### config.mk
export PLATFORM = sky130hd
export DESIGN_NAME = alp_mdseq
export DESIGN_NICKNAME = d
export VERILOG_FILES = /design/src/rtl/alp_pkg.sv /design/src/rtl/alp_mdstep.sv /design/src/rtl/alp_mdseq.sv
export SDC_FILE = /design/constraint.sdc
export NUM_CORES = 1
export LEC_CHECK = 0
export ABC_AREA = 0
export BUFFER_PORTS_ARGS = -buffer_cell sky130_fd_sc_hd__clkbuf_2
export CAP_MARGIN = 30
export CORE_MARGIN = 5
export CORE_UTILIZATION = 35
export CTS_CLUSTER_SIZE = 24
export DETAILED_ROUTE_END_ITERATION = 6
export GPL_ROUTABILITY_DRIVEN = 0
export PLACE_DENSITY = 0.51
export SYNTH_ARGS = -nofsm -noshare
export SYNTH_HDL_FRONTEND = slang
export SYNTH_HIERARCHICAL = 1
export SYNTH_SLANG_ARGS = --single-unit
export TNS_END_PERCENT = 5
### constraint.sdc
create_clock -name clk_h -period 3.67 [get_ports clk_h]
set_clock_uncertainty 0.05 [all_clocks]
set_input_delay 0.5505 -clock clk_h [delete_from_list [all_inputs] [get_ports clk_h]]
set_output_delay 0.5505 -clock clk_h [all_outputs]
set_load 0.05 [all_outputs]
### src/rtl/alp_pkg.sv
// Shared definitions for the ALP multiply/divide sequencer.
// Holds the sequencer state encoding and the operation codes.
package alp_pkg;

  typedef enum logic [1:0] {
    ST_IDLE = 2'd0,
    ST_RUN  = 2'd1,
    ST_DONE = 2'd2
  } state_t;

  localparam logic ALP_OP_MUL = 1'b0;
  localparam logic ALP_OP_DIV = 1'b1;

endpackage

### src/rtl/alp_mdstep.sv
// One combinational iteration of the sequencer: a shift-add multiply step
// or a restoring shift-subtract divide step on the D/Q register pair.
module alp_mdstep
  import alp_pkg::*;
#(
  parameter int WIDTH = 32
) (
  input  logic             op,
  input  logic [WIDTH-1:0] d,
  input  logic [WIDTH-1:0] q,
  input  logic [WIDTH-1:0] m,
  output logic [WIDTH-1:0] d_next,
  output logic [WIDTH-1:0] q_next
);

  logic [WIDTH:0] addend_s;
  logic [WIDTH:0] sum_s;
  logic [WIDTH:0] trial_s;
  logic [WIDTH:0] diff_s;
  logic           borrow_s;

  // Both step flavours are computed every cycle; op selects which one is used.
  always_comb begin
    addend_s = q[0] ? {1'b0, m} : {(WIDTH + 1){1'b0}};
    sum_s    = {1'b0, d} + addend_s;
    trial_s  = {d, q[WIDTH-1]};
    diff_s   = trial_s - {1'b0, m};
    borrow_s = (trial_s < {1'b0, m});
    d_next   = d;
    q_next   = q;
    if (op == ALP_OP_MUL) begin
      d_next = sum_s[WIDTH:1];
      q_next = {sum_s[0], q[WIDTH-1:1]};
    end else if (!borrow_s) begin
      d_next = diff_s[WIDTH-1:0];
      q_next = {q[WIDTH-2:0], 1'b1};
    end else begin
      d_next = trial_s[WIDTH-1:0];
      q_next = {q[WIDTH-2:0], 1'b0};
    end
  end

endmodule

### src/rtl/alp_mdseq.sv
// WIDTH-bit multiply/divide sequencer: one shift-add or shift-subtract step
// per clock under a start/busy/done handshake, results in the D/Q pair.
module alp_mdseq
  import alp_pkg::*;
#(
  parameter int WIDTH = 32
) (
  input  logic             clk_h,
  input  logic             rst_h,
  input  logic             start_h,
  input  logic             op_h,
  input  logic             abort_h,
  input  logic [WIDTH-1:0] a_h,
  input  logic [WIDTH-1:0] b_h,
  output logic             busy_h,
  output logic             done_h,
  output logic [WIDTH-1:0] hi_h,
  output logic [WIDTH-1:0] lo_h,
  output logic             dz_h,
  output logic             zero_h
);

  localparam int CNT_W = $clog2(WIDTH + 1);

  state_t           state_r;
  state_t           state_s;
  logic [WIDTH-1:0] d_r;
  logic [WIDTH-1:0] q_r;
  logic [WIDTH-1:0] m_r;
  logic [WIDTH-1:0] d_step_s;
  logic [WIDTH-1:0] q_step_s;
  logic [CNT_W-1:0] cnt_r;
  logic             op_r;
  logic             dz_r;
  logic             accept_s;
  logic             div0_s;
  logic             last_s;

  assign accept_s = start_h & ~abort_h & ((state_r == ST_IDLE) | (state_r == ST_DONE));
  assign div0_s   = (op_h == ALP_OP_DIV) & (b_h == {WIDTH{1'b0}});
  assign last_s   = (cnt_r == CNT_W'(1));

  alp_mdstep #(
    .WIDTH (WIDTH)
  ) u_step (
    .op     (op_r),
    .d      (d_r),
    .q      (q_r),
    .m      (m_r),
    .d_next (d_step_s),
    .q_next (q_step_s)
  );

  // State register.
  always_ff @(posedge clk_h or posedge rst_h) begin
    if (rst_h) begin
      state_r <= ST_IDLE;
    end else begin
      state_r <= state_s;
    end
  end

  // Next-state logic; abort wins over both start and the final step.
  always_comb begin
    state_s = ST_IDLE;
    case (state_r)
      ST_IDLE, ST_DONE: begin
        if (accept_s) begin
          state_s = div0_s ? ST_DONE : ST_RUN;
        end else begin
          state_s = ST_IDLE;
        end
      end
      ST_RUN: begin
        if (abort_h) begin
          state_s = ST_IDLE;
        end else if (last_s) begin
          state_s = ST_DONE;
        end else begin
          state_s = ST_RUN;
        end
      end
      default: state_s = ST_IDLE;
    endcase
  end

  // Output decode from the state register and the result pair.
  always_comb begin
    busy_h = 1'b0;
    done_h = 1'b0;
    case (state_r)
      ST_RUN:  busy_h = 1'b1;
      ST_DONE: done_h = 1'b1;
      default: begin
        busy_h = 1'b0;
        done_h = 1'b0;
      end
    endcase
    zero_h = (d_r == {WIDTH{1'b0}}) & (q_r == {WIDTH{1'b0}});
  end

  // Operand load on accept, one iteration per RUN cycle; abort freezes D/Q.
  always_ff @(posedge clk_h or posedge rst_h) begin
    if (rst_h) begin
      d_r   <= {WIDTH{1'b0}};
      q_r   <= {WIDTH{1'b0}};
      m_r   <= {WIDTH{1'b0}};
      cnt_r <= {CNT_W{1'b0}};
      op_r  <= ALP_OP_MUL;
      dz_r  <= 1'b0;
    end else if (accept_s) begin
      op_r <= op_h;
      m_r  <= b_h;
      if (div0_s) begin
        d_r   <= a_h;
        q_r   <= {WIDTH{1'b1}};
        cnt_r <= {CNT_W{1'b0}};
        dz_r  <= 1'b1;
      end else begin
        d_r   <= {WIDTH{1'b0}};
        q_r   <= a_h;
        cnt_r <= CNT_W'(WIDTH);
        dz_r  <= 1'b0;
      end
    end else if ((state_r == ST_RUN) && !abort_h) begin
      d_r   <= d_step_s;
      q_r   <= q_step_s;
      cnt_r <= cnt_r - CNT_W'(1);
    end else begin
      d_r   <= d_r;
      q_r   <= q_r;
      cnt_r <= cnt_r;
    end
  end

  assign hi_h = d_r;
  assign lo_h = q_r;
  assign dz_h = dz_r;

endmodule
==> results by stage, run 1 <==
Timing:
- The hold violation count in the final report is 0.
- Setup repair after global routing could not meet its margin everywhere.
- The number of setup violations in the final report is 0.
- The worst path setup slack after routing is 0.115 ns.
- For the final routed database, the setup TNS stands at 0 ns.
- The final clock period utilization by the worst path is 96.9%.
- After layout, the minimum clock period comes to 3.56 ns.
- The final count of pins violating max slew is 0.
- Derived from the worst setup path, the maximum achievable clock frequency is 0.281 GHz.
- Headroom to the max-slew limit came out at 37.8%.
- For the pin with the worst max-slew slack, the measured transition is 0.933 ns.

Layout:
- Leaving out fill and tap cells, the most frequent cell in the layout is sky130_fd_sc_hd__nand2_1.
- The area taken by multi-input logic gates is 6430 um2.
- The total of fill cells in the finished design is 2796.
- The fraction of final layout cells sized beyond drive strength 1 is 23.1%.
- Cells fill 41.4% of the core in the end.
- Leaving out fill and tap cells, the most frequent cells in the layout are sky130_fd_sc_hd__nand2_1 (187), sky130_fd_sc_hd__clkbuf_2 (136), sky130_fd_sc_hd__nor2_1 (105), sky130_fd_sc_hd__dfrtp_1 (105), sky130_fd_sc_hd__a21oi_1 (82).
- From synthesis to final layout, the design area changed by 17.0%.
- The sequential cell area is 2660 um2.
- The repair_antennas step left the layout with diodes totalling 0.
- The final-stage net count is 1455.
- The finished layout holds 1664 standard cells, fillers aside.

Clocking:
- The clock sink count is 106.
- No sink is reached through more buffers than the 2 on the longest clock path.
- The root cell of the clock tree is sky130_fd_sc_hd__clkbuf_16.
- TritonCTS built the clock tree.
- The clock slew at the register clock pins of the worst setup and hold paths is 0.09 ns.
- The number of H-tree levels is 3.
- The number of buffers created by CTS is 9.
- The clock reaches the later pin of the worst-skew pair after 0.37 ns.

Pwr:
- The leakage power is 5.33 nW.
- The maximum vdd drop is 451 uV.
- The power consumption is 9.95 mW.
- For this design the ratio of total power to cell area is 896 nW/um2.

Yosys:
- Summing the areas of all and, or, nand and nor instances in the mapped netlist gives 26.2% of the synthesized area.
- After synthesis the netlist holds a flip-flop and latch count of 106.
- Yosys printed 6 warnings.
- The synthesized-area fraction occupied by xor and xnor cells is 5.17%.
- The proportion of synthesized chip area in sequential cells is 28.0%.
- The synthesized-area fraction occupied by ao, oa, aoi and oai cells is 21.4%.
- The adder-cell share of the synthesized area is 9.13%.
- The share of cell area taken by muxes after synthesis is 5.32%.
- The netlist area before placement is 9490 um2.
- For this run, the leading register cell type out of synthesis is sky130_fd_sc_hd__dfrtp_1.
- The number of flops mapped to enable cells by yosys is 0.
- Synthesis produced a netlist with a net count of 1315.
- The share of synthesized registers carrying an async set or reset is 100%.
- After synthesis, the mean cell area works out to 8.05 um2.
- Synthesis handed over a netlist of 1178 instances.
- The number of different library cells in the post-synthesis netlist is 78.
- By area, the combinational part of the netlist is dominated by simple AND/OR/NAND/NOR gates.

Setup path:
- The depth of the worst register-to-register path is 14.
- STA puts the critical path data arrival time at 3.75 ns.
- The maximum net fanout on the critical path is 19.
- The critical setup path kind is register to register.
- The endpoint of the lowest-slack register-to-register path is hi_h[30].
- The critical register-to-register path startpoint is lo_h[0].
- The kind of capture point of the worst setup path is a register.
- The reg-to-reg setup timing slack is 0.11 ns.
- At the worst endpoint, the required time is 3.86 ns.
- The critical path launch point type is a register.

GRT:
- The number of antenna violations at the first check in global routing came to 0.
- The first global-routing pass estimated 54.8 mm of wire.
- Entering global routing, the biggest net connects 70 pins.
- The overall track demand over capacity in global routing is 22.6%.
- The via count of the first global-routing pass was 9297.
- The total congestion overflow is 0.

Drt:
- The DRC violation count after routing is 0.
- The number of vias per cell is 5.68.
- The detailed-route via count is 9449.
- The detail route stage leaves a number of antenna-violating nets equal to 0.
- After detailed routing, the average wire length per cell comes to 21.1 um.
- The count of routing violations after the opening detailed-route iteration is 566.
- The post-detailed-routing wire length is 35.1 mm.
- The length of the first detailed-routing pass in iterations is 5.

Run status:
- The run finished with clean final reports.

Die:
- The cell row count is 60.
- The starting density of the core is 35.4%.
- The floorplan step defined a die boundary enclosing 30500 um2.
- The number of top-level pins is 137.
- The core footprint is 26800 um2.
- The chip width is 175 um.
- The die is 175 um tall.

Placement:
- The quantity of I/O buffers inserted on ports is 136.
- Detailed placement ended at an HPWL of 26.7 mm.
- The worst setup slack before clock tree synthesis is 0.121 ns.
- The placed instance count is 1648.

Min path:
- The worst min-delay path category is primary input to asynchronous set/reset pin.

Run:
- The max-cap violation count is 0.
[synth_stat cells, drive strengths merged, types with 5 or more instances]
master | count | area (um2)
o21ai | 34 | 181
mux2i | 11 | 110
or3 | 6 | 37.5
nand4 | 12 | 81.3
nor3 | 45 | 387
ha | 66 | 826
nor2b | 6 | 37.5
xnor2 | 26 | 228
inv | 47 | 176
and2 | 41 | 257
dfrtp | 106 | 2650
a21oi | 87 | 447
xor2 | 30 | 263
a31oi | 11 | 90.1
o21bai | 5 | 37.5
nand3 | 45 | 225
nor2 | 106 | 398
nor4 | 23 | 144
buf | 24 | 145
o31ai | 6 | 55.1
a211oi | 8 | 70.1
mux2 | 35 | 394
clkbuf | 35 | 131
and3 | 5 | 31.3
o21a | 11 | 82.6
o22ai | 33 | 206
nand2 | 187 | 702
o211ai | 9 | 77.6
a21o | 29 | 218
a22oi | 31 | 233
[power by group]
group          internal (mW)  leakage (nW)  switching [mW]
combinational           2.62          3.88            4.30
clock                  0.478         0.140           0.524
sequential              1.53          1.31           0.504
[state kept, by name, indices dropped and copies added, names as in the netlist]
| register | cells |
|---|---|
| hi_h | 32 |
| lo_h | 32 |
| m_r | 32 |
| cnt_r | 6 |
| state_r | 2 |
| dz_h | 1 |
| op_r | 1 |
[routing by layer]
layer  vias up  share of wire [%]  global-route usage [%]
met1      4593                 46                    32.4
li1       4508                  -                       -
met3        38                6.5                    3.81
met5         -                  0                       0
met4         0                1.8                    5.30
met2       310                 45                    35.8
[area by class of cell]
cell class	instances	share of cell area, %
Timing Repair Buffer	188	10.1
Clock inverter	6	0.496
Inverter	48	1.69
Multi-Input combinational cell	965	57.9
Sequential cell	106	23.9
Clock buffer	10	2.06
Tap cell	341	3.84
[how the worst max path moves through the flow]
stage / startpoint / to / slack, ns / cells after the start
final: lo_h[0] / hi_h[30] / 0.11 / 14
after global routing: lo_h[0] / hi_h[19] / 0.003 / 14
after CTS: lo_h[31] / hi_h[30] / 0.10 / 15
after detailed placement: lo_h[31] / hi_h[30] / 0.12 / 15
after global placement: lo_h[31] / hi_h[30] / 0.06 / 15
after floorplan: lo_h[0] / hi_h[19] / 0.09 / 15
[stage by stage]
step	instance area (um2)	hold slack (ns)
after floorplan	9490	0.409
after CTS	11100	0.191
after detailed placement	10800	0.422
after global routing	11100	0.213
after global placement	10800	0.421
final	11100	0.172
[timing repair]
| item | 4_1_cts | 5_1_grt |
|---|---|---|
| hold buffers | 0 | 0 |
| setup buffers | 0 | 0 |
| gates resized for setup | 0 | 9 |
| endpoints found under the setup margin | 0 | 23 |
[critical path, stage by stage (launching register included)]
cell and delay, ns:
sky130_fd_sc_hd__dfrtp_1 0.43, sky130_fd_sc_hd__buf_4 0.23, sky130_fd_sc_hd__and2_1 0.16, sky130_fd_sc_hd__ha_1 0.38
sky130_fd_sc_hd__a2111oi_4 0.33, sky130_fd_sc_hd__o21ai_2 0.14, sky130_fd_sc_hd__a31oi_4 0.25, sky130_fd_sc_hd__a211o_2 0.22
sky130_fd_sc_hd__o21ai_2 0.09, sky130_fd_sc_hd__a21oi_1 0.29, sky130_fd_sc_hd__o221ai_1 0.21, sky130_fd_sc_hd__xor2_1 0.18
sky130_fd_sc_hd__mux2_2 0.28, sky130_fd_sc_hd__o22ai_1 0.12, sky130_fd_sc_hd__nor3_1 0.07
[cells by family after synthesis]
logic type / after synthesis
simple gates: 497
compound gates: 298
buf+inv: 107
flops: 106
fa+ha+maj: 68
xor+xnor: 56
mux: 46
(Power assumes the default switching activity.)
==> inputs of run 2 (changes only) <==
Settings changed: CELL_PAD_IN_SITES_DETAIL_PLACEMENT from default to 1, CELL_PAD_IN_SITES_GLOBAL_PLACEMENT from default to 1, CORE_UTILIZATION 35 to 44, PLACE_DENSITY 0.51 to 0.8.
==> results by stage, run 2 (synthesis results as in run 1) <==
Timing:
- The headroom to the max-slew limit came to 36.5% (-1.3 points).
- The hold violation count in the final report was 0 (unchanged).
- The transition time of the tightest slew-check pin was 0.953 ns (+0.0195 ns).
- The final total negative setup slack is 0 ns (unchanged).
- The final clock period utilization by the worst path is 98.4% (+1.6 points).
- The final count of pins violating max slew is 0 (unchanged).
- The minimum clock period after layout was 3.61 ns (+0.0578 ns).
- Setup repair after global routing could not meet its margin everywhere.
- The number of setup violations in the final report is 0 (unchanged).
- The peak clock frequency supported by timing is 0.277 GHz (-1.6%).

Placement:
- The placed instance area is 10500 um2 (-2.3%).
- The quantity of I/O buffers inserted on ports is 136 (unchanged).
- The placed wire-length estimate after detailed placement is 27.6 mm (+3.4%).

Setup path:
- The endpoint required time on the critical path is 3.86 ns (about the same).
- The reg-to-reg setup timing slack is 0.06 ns (-0.06 ns).
- The critical register-to-register path startpoint is lo_h[0].
- The critical setup path kind is register to register.
- The kind of capture point of the worst setup path is a register.
- STA classifies the critical path startpoint as a register.
- The maximum net fanout on the critical path is 7 (-12).
- The depth of the worst register-to-register path is 14 (unchanged).
- The arrival time at the worst endpoint came to 3.80 ns (+0.05 ns).
- The endpoint identified for the worst register-to-register timing path is hi_h[19].

Drt:
- The DRC violation count after routing came to 0 (unchanged).
- The count of routing violations after the opening detailed-route iteration came to 781 (+38%).
- The number of nets with antenna violations after detailed routing was 0 (unchanged).
- The number of vias per cell was 6.20 (+9.1%).
- The post-detailed-routing wire length is 37.0 mm (+5.3%).
- The detailed-route via count came to 9792 (+3.6%).
- The average detailed-routed wire length per instance was 23.4 um (+11%).
- The length of the first detailed-routing pass in iterations is 5 (unchanged).

Clocking:
- The hold buffer count at CTS came to 0 (unchanged).
- The clock slew at the register clock pins of the worst setup and hold paths was 0.09 ns (about the same).
- The number of buffers created by CTS is 9 (unchanged).
- TritonCTS built the clock tree.
- The clock sink count came to 106 (unchanged).
- The maximum count of clock buffers along a single path is 2 (unchanged).
- The source-to-sink clock delay at the later pin of the worst-skew pair is 0.37 ns (about the same).
- The number of H-tree levels is 3 (unchanged).
- The cell sitting at the root of the clock tree is a sky130_fd_sc_hd__clkbuf_16.

GRT:
- The via count of the first global-routing pass was 10200 (+9.7%).
- The number of antenna violations at the first check in global routing came to 2 (+2).
- The total congestion overflow is 0 (unchanged).
- The largest net degree at the start of global routing was 73 (+4.3%).
- The overall track demand over capacity in global routing is 29.9% (+7.3 points).
- The wire length of the first global-routing pass is 57.6 mm (+5.0%).

Pwr:
- The switching power total is 5.53 mW (+3.9%).
- The power per standard cell area is 925 nW/um2 (+3.2%).
- The net switching fraction of the power came to 54.7% (+1.2 points).
- The proportion of power drawn by flip-flops and latches was 21.2% (+0.8 points).
- The leakage power was 5.25 nW (-1.5%).
- The maximum vdd drop was 436 uV (-3.4%).
- The internal power component is 4.57 mW (-1.1%).
- The clock network power share is 10.4% (+0.3 points).
- The combinational share of power is 68.4% (-1.1 points).

Layout:
- The fraction of final layout cells sized beyond drive strength 1 came to 22.8% (-0.37 points).
- The total of fill cells in the finished design came to 2642 (-5.5%).
- The library cell used most frequently in the layout, excluding fill and tap cells, is sky130_fd_sc_hd__nand2_1.
- The final-stage net count is 1437 (-1.2%).
- In the layout the commonest cells are sky130_fd_sc_hd__nand2_1 (187), sky130_fd_sc_hd__clkbuf_2 (136), sky130_fd_sc_hd__nor2_1 (105).
- The sequential cell area was 2660 um2 (about the same).
- The antenna diode instance count is 0 (unchanged).
- The area taken by multi-input logic gates is 6460 um2 (+0.58%).
- The final instance area is 10900 um2 (-1.6%).
- Compared with the post-synthesis result, the final layout area differs by 15.2%.

Die:
- The core footprint is 21200 um2 (-21%).
- The cell row count is 53 (-12%).
- The chip width was 157 um (-10%).
- The starting density of the core is 44.8% (+9.4 points).
- The number of top-level pins is 137 (unchanged).
- The area enclosed by the die boundary is 24600 um2 (-19%).
- The die height is 157 um (-10%).

Run:
- The max-cap violation count is 0 (unchanged).

Min path:
- The tightest min-delay check is of the primary input to asynchronous set/reset pin type.

Run status:
- The run finished with clean final reports.
==> run 2: power by group through the flow <==
stage / logic, mW / clock network [mW] / registers (mW)
after global placement: 6.50 / 0 / 2.14
final: 6.91 / 1.05 / 2.14
after floorplan: 4.18 / 0 / 2.82
after global routing: 7.43 / 1.11 / 2.19
after detailed placement: 6.68 / 0 / 2.15
after CTS: 6.75 / 1.07 / 2.13
==> run 2: worst max-delay path by stage <==
stage,from,to,slack [ns]
floorplan,lo_h[0],hi_h[19],0.09
global placement,lo_h[31],hi_h[30],0.11
detailed placement,lo_h[31],hi_h[30],0.01
CTS,lo_h[31],hi_h[30],0.04
global route,m_r[18],hi_h[0],-0.04
finish,lo_h[0],hi_h[19],0.06
==> run 2: critical path, cell delays in order, from the launching register on <==
cell                       delay [ns]
sky130_fd_sc_hd__dfrtp_2         0.46
sky130_fd_sc_hd__and2_1          0.16
sky130_fd_sc_hd__ha_1            0.23
sky130_fd_sc_hd__fa_1            0.44
sky130_fd_sc_hd__a21oi_2         0.21
sky130_fd_sc_hd__o211ai_2        0.16
sky130_fd_sc_hd__o211ai_2        0.28
sky130_fd_sc_hd__o221ai_2        0.18
sky130_fd_sc_hd__a221o_1         0.39
sky130_fd_sc_hd__a21o_1          0.21
sky130_fd_sc_hd__a21oi_2         0.15
sky130_fd_sc_hd__xnor2_1         0.07
sky130_fd_sc_hd__mux2_2          0.26
sky130_fd_sc_hd__o22ai_1         0.16
sky130_fd_sc_hd__nor3_2          0.06
==> run 2: routing by layer <==
metal  routed length, um  track usage (%)  vias up
met3                2250             4.62       78
met5                  14                0        -
met1               16500             41.6     4901
li1                    -                -     4471
met2               17300             47.6      338
met4                1030             10.0        4
==> run 2: repair_timing <==
item,in CTS,in global routing
setup buffers,1,1
pin swaps,1,5
setup endpoints to repair,1,8
resized for setup,0,15
==> run 2: stage by stage <==
stage                     hold slack, ns  util (%)  worst slack, ns  power [mW]  instances
final                              0.228      51.7           0.0571        10.1       1580
after global routing               0.296      51.7          -0.0389        10.7       1580
after CTS                          0.261      51.3           0.0359        9.95       1579
after detailed placement           0.442      49.8           0.0106        8.83       1562
after global placement             0.444      49.7            0.113        8.63       1560
after floorplan                    0.409         -           0.0908        7.00       1178
==> run 2: layout make-up <==
class / count / share of cell area, %
Clock buffer: 9 / 2.06
Clock inverter: 7 / 0.710
Inverter: 48 / 1.72
Multi-Input combinational cell: 965 / 59.2
Sequential cell: 106 / 24.3
Tap cell: 275 / 3.15
Timing Repair Buffer: 170 / 8.86
